**src/rtl/uart_pkg.sv**
```systemverilog
// Shared encodings for the UART transmit FIFO drain: FSM state codes and line levels.
// Optional parity build: define UART_TX_PARITY_EN (PARITY state becomes reachable).
package uart_pkg;

   typedef logic [2:0] state_t;

   localparam state_t IDLE   = 3'd0;
   localparam state_t POP    = 3'd1;
   localparam state_t LOAD   = 3'd2;
   localparam state_t START  = 3'd3;
   localparam state_t DATA   = 3'd4;
   localparam state_t PARITY = 3'd5;
   localparam state_t STOP   = 3'd6;

   localparam logic IDLE_LVL  = 1'b1;
   localparam logic START_LVL = 1'b0;

endpackage

```
**src/rtl/uart_baud_cnt.sv**
```systemverilog
// Bit-period timer: counts 0..CLKS_PER_BIT-1 and flags the last cycle of each period.
// clr restarts the period so every FSM state begins with a full bit time.
module uart_baud_cnt #(
   parameter int CLKS_PER_BIT = 4
) (
   input  logic clk,
   input  logic rst_n,
   input  logic clr,
   output logic tick
);

   localparam int CW = (CLKS_PER_BIT > 1) ? $clog2(CLKS_PER_BIT) : 1;
   localparam logic [CW-1:0] LAST = CW'(CLKS_PER_BIT - 1);

   logic [CW-1:0] cnt;

   assign tick = (cnt == LAST);

   // Period counter: wraps at the end of each bit, restarts on clr.
   always_ff @(posedge clk or negedge rst_n) begin
      // NOTE: non-blocking (<=) for every flop so all registers update from pre-edge values.
      if (!rst_n)
         cnt <= '0;
      else if (clr || tick)
         cnt <= '0;
      else
         cnt <= cnt + 1'b1;
   end

endmodule

```
**src/rtl/uart_tx_fifo_drain.sv**
```systemverilog
// UART transmitter that drains a byte FIFO: pops a word when enabled and the FIFO
// is non-empty, then sends start, DW data bits LSB first, optional parity, stop bit(s).
// Optional parity build: define UART_TX_PARITY_EN for an even-parity bit after DATA.
module uart_tx_fifo_drain
   import uart_pkg::*;
#(
   parameter int DW           = 8,
   parameter int CLKS_PER_BIT = 4,
   parameter int STOP_BITS    = 1
) (
   input  logic          clk,
   input  logic          rst_n,
   input  logic          en,
   input  logic          fifo_empty,
   output logic          fifo_ren,
   input  logic [DW-1:0] fifo_dout,
   output logic          tx,
   output logic          busy,
   output logic          tx_done
);

   localparam int BCW = $clog2(DW) + 1;
   localparam logic [BCW-1:0] LAST_BIT  = BCW'(DW - 1);
   localparam logic [BCW-1:0] LAST_STOP = BCW'(STOP_BITS - 1);

   state_t         state;
   state_t         next_state;
   logic [DW-1:0]  shift;
   logic [DW-1:0]  shift_next;
   logic [BCW-1:0] bit_cnt;
   logic           tick;
   logic           state_chg;
   logic           tx_next;
   logic           done_next;
`ifdef UART_TX_PARITY_EN
   logic           parity;
`endif

   assign state_chg = (state != next_state);

   uart_baud_cnt #(.CLKS_PER_BIT(CLKS_PER_BIT)) u_baud (
      .clk   (clk),
      .rst_n (rst_n),
      .clr   (state_chg),
      .tick  (tick)
   );

   // State register.
   always_ff @(posedge clk or negedge rst_n) begin
      if (!rst_n)
         state <= IDLE;
      else
         state <= next_state;
   end

   // Next-state logic: en and fifo_empty only matter in IDLE.
   always_comb begin
      // NOTE: default assignment first so no path leaves next_state unassigned (no latch).
      next_state = state;
      case (state)
         IDLE:  if (en && !fifo_empty) next_state = POP;
         POP:   next_state = LOAD;
         LOAD:  next_state = START;
         START: if (tick) next_state = DATA;
         DATA: begin
            if (tick && (bit_cnt == LAST_BIT)) begin
`ifdef UART_TX_PARITY_EN
               next_state = PARITY;
`else
               next_state = STOP;
`endif
            end
         end
`ifdef UART_TX_PARITY_EN
         PARITY: if (tick) next_state = STOP;
`endif
         STOP:  if (tick && (bit_cnt == LAST_STOP)) next_state = IDLE;
         default: next_state = IDLE;
      endcase
   end

   // Outputs and datapath next values; tx is driven from the level of the state being entered.
   always_comb begin
      fifo_ren   = (state == POP);
      busy       = (state != IDLE);
      done_next  = (state == STOP) && (next_state == IDLE);
      shift_next = shift;
      if (state == LOAD)
         shift_next = fifo_dout;
      else if ((state == DATA) && tick)
         shift_next = {1'b0, shift[DW-1:1]};
      case (next_state)
         START:   tx_next = START_LVL;
         DATA:    tx_next = shift_next[0];
`ifdef UART_TX_PARITY_EN
         PARITY:  tx_next = parity;
`endif
         default: tx_next = IDLE_LVL;
      endcase
   end

   // Shift register, bit counter and registered line outputs.
   always_ff @(posedge clk or negedge rst_n) begin
      // NOTE: the shift register is reset like any flop so a fresh frame never sees stale bits.
      if (!rst_n) begin
         shift   <= '0;
         bit_cnt <= '0;
         tx      <= IDLE_LVL;
         tx_done <= 1'b0;
      end else begin
         shift   <= shift_next;
         tx      <= tx_next;
         tx_done <= done_next;
         if (state_chg)
            bit_cnt <= '0;
         else if (tick)
            bit_cnt <= bit_cnt + 1'b1;
      end
   end

`ifdef UART_TX_PARITY_EN
   // Even parity of the word, captured alongside the load.
   always_ff @(posedge clk or negedge rst_n) begin
      if (!rst_n)
         parity <= 1'b0;
      else if (state == LOAD)
         parity <= ^fifo_dout;
   end
`endif

endmodule

```
**config.mk**
```make
export PLATFORM = sky130hd
export DESIGN_NAME = uart_tx_fifo_drain
export DESIGN_NICKNAME = d
export VERILOG_FILES = /design/src/rtl/uart_pkg.sv /design/src/rtl/uart_baud_cnt.sv /design/src/rtl/uart_tx_fifo_drain.sv
export SDC_FILE = /design/constraint.sdc
export NUM_CORES = 1
export LEC_CHECK = 0
export CAP_MARGIN = 10
export CORE_ASPECT_RATIO = 0.75
export CORE_MARGIN = 4
export CORE_UTILIZATION = 25
export CTS_CLUSTER_SIZE = 16
export DETAILED_ROUTE_END_ITERATION = 6
export PLACE_DENSITY = 0.43
export SLEW_MARGIN = 20
export SYNTH_ARGS = -nofsm -noshare
export SYNTH_HDL_FRONTEND = slang
export SYNTH_SLANG_ARGS = --single-unit
export TNS_END_PERCENT = 5
```
**constraint.sdc**
```tcl
create_clock -name clk -period 1.5 [get_ports clk]
set_clock_uncertainty 0.1 [all_clocks]
set_input_delay 0.15 -clock clk [delete_from_list [all_inputs] [get_ports clk]]
set_output_delay 0.15 -clock clk [all_outputs]
set_load 0.1 [all_outputs]
```
==> Yosys cells after proc, flatten, opt, wreduce, memory -nomap -nowiden <==
Cells that the tools add are included.
{ "op_classes": {"addsub": 2, "eq_ne": 10, "mux": 11, "reduce_logical": 13} }
{ "op_table": {"columns": ["op", "n"], "rows": [
  ["$pmux W3 S6", 1],
  ["$mux W8", 2],
  ["$mux W3", 4],
  ["$eq A3 B2 Y1 const B", 3],
  ["$eq A3 B3 Y1 const B", 3],
  ["$mux W4", 2],
  ["$logic_not A3 Y1", 2],
  ["$logic_and A1 B1 Y1", 5],
  ["$add A4 B1 Y4 const B", 1],
  ["$eq A4 B3 Y1 const B", 1],
  ["$logic_not A4 Y1", 1],
  ["$reduce_bool A2 Y1", 2],
  ["$eq A3 B1 Y1 const B", 1],
  ["$ne A3 B3 Y1", 1],
  ["$reduce_bool A3 Y1", 1],
  ["$add A2 B1 Y2 const B", 1],
  ["$eq A2 B2 Y1 const B", 1],
  ["$mux W2", 1],
  ["$pmux W1 S2", 1],
  ["$logic_not A1 Y1", 1],
  ["$logic_or A1 B1 Y1", 1]
]} }
{ "totals": {"reg_bits": 19, "inputBits": 12, "out_inout_bits": 4, "word_cells": 43} }

==> Depth between registers and ports, before layout <==
{ "logic_depth": {"ltp_word": 7, "ltp_mapped": 6, "depth_no_buf": 6} }

==> By module <==
Synthesis repeated with hierarchy kept, for this count alone.
{ "unflattened": {"cells_unflattened": 88, "area_unflattened_um2": 959.7} }
{ "by_module_without_submodules": {"columns": ["mod", "instances", "cells_per_inst", "area_per_inst_um2", "seq_area_each_um2"], "rows": [
  ["uart_tx_fifo_drain", 1, 83, 874.6, 426.7],
  ["uart_baud_cnt", 1, 5, 85.1, 50.0]
]} }

==> Worst setup path after synthesis <==
No wires, ideal clock.
{ "synth_timing": {"kind": "register to output", "start": "register state[0]", "end": "output port fifo_ren", "t_arrival_ns": 2.667, "required_time_ns": 1.250, "path_slack_ns": -1.417, "path_stages_with_launch": 4, "path_buffers": 1, "path_cell_list": "dfrtp_1 buf_2 inv_2 nor3_1"} }
{ "synth_via": {"elab_chain_len": 1} }
{ "synth_rtl": {"columns": ["element", "line_no", "text"], "rows": [
  ["from (decl)", "uart_tx_fifo_drain.sv:26", "state_t state;"],
  ["from (signal assigned)", "uart_tx_fifo_drain.sv:53", "state <= next_state;"],
  ["$eq A3 B1 Y1", "uart_tx_fifo_drain.sv:84", "fifo_ren = (state == POP);"],
  ["to (decl)", "uart_tx_fifo_drain.sv:15", "output logic fifo_ren,"]
]} }
No other way between the ends.

==> Worst setup path after layout <==
{ "layout_timing": {"start": "register bit_cnt[0]", "end": "register bit_cnt[1]"} }
{ "layout_via": {"elab_chain_len": 6, "word_cells_on_any_way": 12, "cone_classes": "add/sub (1); eq/ne (2); mux (5); reduce/logical (4)"} }
{ "layout_rtl": {"columns": ["element", "line_no", "text"], "rows": [
  ["from (decl)", "uart_tx_fifo_drain.sv:30", "logic [BCW-1:0] bit_cnt;"],
  ["from (signal assigned)", "uart_tx_fifo_drain.sv:117", "bit_cnt <= bit_cnt + 1'b1;"],
  ["$eq A4 B3 Y1 or $logic_not A4 Y1 (tied branches)", "uart_tx_fifo_drain.sv:66, uart_tx_fifo_drain.sv:77", null],
  ["$logic_and A1 B1 Y1 (on tied branches)", "uart_tx_fifo_drain.sv:66, uart_tx_fifo_drain.sv:77", null],
  ["$mux W3 (on tied branches)", "uart_tx_fifo_drain.sv:66, uart_tx_fifo_drain.sv:77", null],
  ["$pmux W3 S6", "uart_tx_fifo_drain.sv:60", "case (state)"],
  ["$ne A3 B3 Y1", "uart_tx_fifo_drain.sv:39", "assign state_chg = (state != next_state);"],
  ["$mux W4 or $reduce_bool A2 Y1 (tied branches)", null, null]
]} }
Several ways; a longest one is shown, not always the timed one. The select of a mux whose other input is x is not followed.
A chain may end at the register's enable or synchronous reset.

==> results.md <==
- Initial DRC count: 36
- Post-DRT Antenna Nets: 0
- Top post-synthesis cells by area: dfrtp_1 43%, mux2i_1 3.8%, ha_1 3.6%
- Synthesized area: 1050 um^2
- Hold WC Path Type: primary input to asynchronous set/reset pin
- CP Data Arrival Time: 1.72 ns
- Final WS setup: -0.196 ns
- Async set or reset register ratio after synthesis: 100%
- Synth Warn #: 0
- WHS: 0.132 ns
- Drt total wl: 2340 um
- Synth unique cells: 37
- M1 WL: 1140 um
- Leak: 0.646 nW
- Top-area cell type share of the netlist area: 43.1%
- Yosys reg bits: 19
- Final Slew Violations: 0
- Clock transition at path regs: 0.07 ns
- CTS Root Cell: clkbuf_8
- H-tree depth: 1
- Highest Signal Layer: met4
- Via density: 4.37
- Final hold viol count: 0
- First-pass GRT wire length: 4090 um
- Mapped Cells: 99
- WL met3: 102 um
- Synth Area per Inst: 10.6 um^2
- Crit. End Element: register
- DR WL/cell: 12.3 um
- Setup violators final: 14
- Dpl ws: -0.263 ns
- GP Congestion: 0.749
- GRT Overall Usage: 10.3%
- I/O pins: 16
- Peak supply drop: 0.481 mV
- MaxCap Viol Count: 0
- Final instance area: 1550 um^2
- Slew @ Worst Pin: 0.366 ns
- Row cnt: 20
- Final #Nets: 151
- Max clock buf depth: 2
- Initial Utilization: 25.8%
- Via count: 831
- Vias in the first global route: 888
- Most common cell after layout, fill and taps aside: buf_4
- Crit path max fanout: 6
- RSZ-0062 raised after global routing: yes
- Predominant post-synthesis flop cell: dfrtp_1
- Share of the clock period used by the worst path: 113%
- Drt drc: 0
- DPL Wire Length: 1740 um
- Grt ovf: 0
- Seq/Total Area, Yosys: 45.6%
- Critical path class: register to register
- TritonRoute pass-1 iters: 4
- Max Clk Rate: 590 MHz
- Die Span X: 82.7 um
- WL met2: 1090 um
- Area leader, netlist: dfrtp_1
- Pin count of the biggest net entering global routing: 20
- PD cells: 1510 nW/um^2
- Syn Nets: 114
- Syn-to-layout area delta: 48.1%
- # diodes: 0
- Commonest non-fill, non-tap cells in the layout: 19 x buf_4, 18 x dfrtp_1, 11 x clkdlybuf4s50_1
- Worst-skew pair later-pin latency: 0.26 ns
- CTS tree: done
- Die Ht: 64.0 um
- Number of CTS-inserted buffers: 3
- Die ar.: 5290 um^2
- Placed cell areas: 1460 um^2
- Core area: 4050 um^2
- IO buf count: 15
- Worst setup SP type: register
- Final min period: 1.70 ns
- Status: finished with violations
- Failing checks: setup timing
- Required time of the critical path: 1.53 ns
- Rel. slew slack: 75.6%
- Layout cell share with drive strength beyond 1: 38.5%
- Initial antenna violation count: 0
- Number of synthesized flops with an enable pin: 0
- Num Clock Sinks: 19
[critical path, cell delays in order, from the launching register on]
cell      delay, ns
dfrtp_1        0.40
inv_1          0.07
ha_1           0.13
and4bb_2       0.30
nor3b_2        0.08
o32ai_4        0.40
nor2_1         0.09
[synthesized netlist by cell type (all sizes together) (3+ instances only)]
library cell,count
dfrtp,18
nor3,5
ha,3
nand2b,4
nand2,9
a21oi,5
buf,6
nor3b,3
inv,6
o21ai,5
nor2,8
mux2i,4
[state kept, by name (all words and copies together) (netlist names)]
register / count
u_baud.cnt: 2
tx: 1
bit_cnt: 4
shift: 8
tx_done: 1
state: 3
[per-stage QoR]
stage          setup TNS (ns)  total power, mW  cells  utilization [%]
2_1_floorplan          -0.626             1.54     99                -
3_3_place_gp            -2.31             1.91    185             36.0
3_5_place_dp            -2.93             1.93    185             36.0
4_1_cts                 -1.86             2.35    189             37.8
5_1_grt                 -3.20             2.53    190             38.2
6_report                -1.63             2.33    190             38.2
[metal layers]
metal	vias to the layer above	GRT usage, %
met5	-	0
met1	400	13.8
li1	419	-
met2	10	15.7
met4	0	2.45
met3	2	3.80
[cell families after synthesis]
| kind of cell | after synthesis | synth area share (%) |
|---|---|---|
| compound gates | 21 | 17.3 |
| simple gates | 37 | 21.7 |
| fa+ha+maj | 3 | 3.59 |
| mux | 4 | 3.83 |
| xor+xnor | 3 | 2.51 |
| flops | 19 | 45.6 |
| buf+inv | 12 | 5.50 |
[cell type report]
cell class	count	area, um^2
fill	415	2500
inverter	6	22.5
clock buffer	4	45.0
timing repair buffer	38	378
sequential	19	477
multi-input combinational	68	558
tap	55	68.8
[power by group]
group	switching (mW)	internal, mW
logic	0.619	0.615
clock network	0.170	0.189
registers	0.0880	0.653
[path summary, 6_finish.rpt]
| kind | startpoint | to | slack (ns) | cells after the start |
|---|---|---|---|---|
| worst max-delay path | bit_cnt[0] | bit_cnt[1] | -0.20 | 6 |
| worst min-delay path | rst_n | state[2] | 0.13 | 2 |
| worst max register to register | bit_cnt[0] | bit_cnt[1] | -0.20 | 6 |
| worst min register to register | shift[6] | shift[6] | 0.39 | 2 |
| max in group asynchronous | rst_n | tx | 0.90 | 2 |
| min in group clk | fifo_dout[4] | shift[4] | 0.33 | 3 |
[what timing repair did]
| item | CTS | global route |
|---|---|---|
| gates resized for setup | 9 | 2 |
| endpoints found under the setup margin | 18 | 18 |
| pin swaps | 10 | 2 |
| hold buffers | 0 | 0 |
| setup buffers | 0 | 1 |
| endpoints found under the hold margin | 0 | 0 |
(Power assumes the default switching activity.)
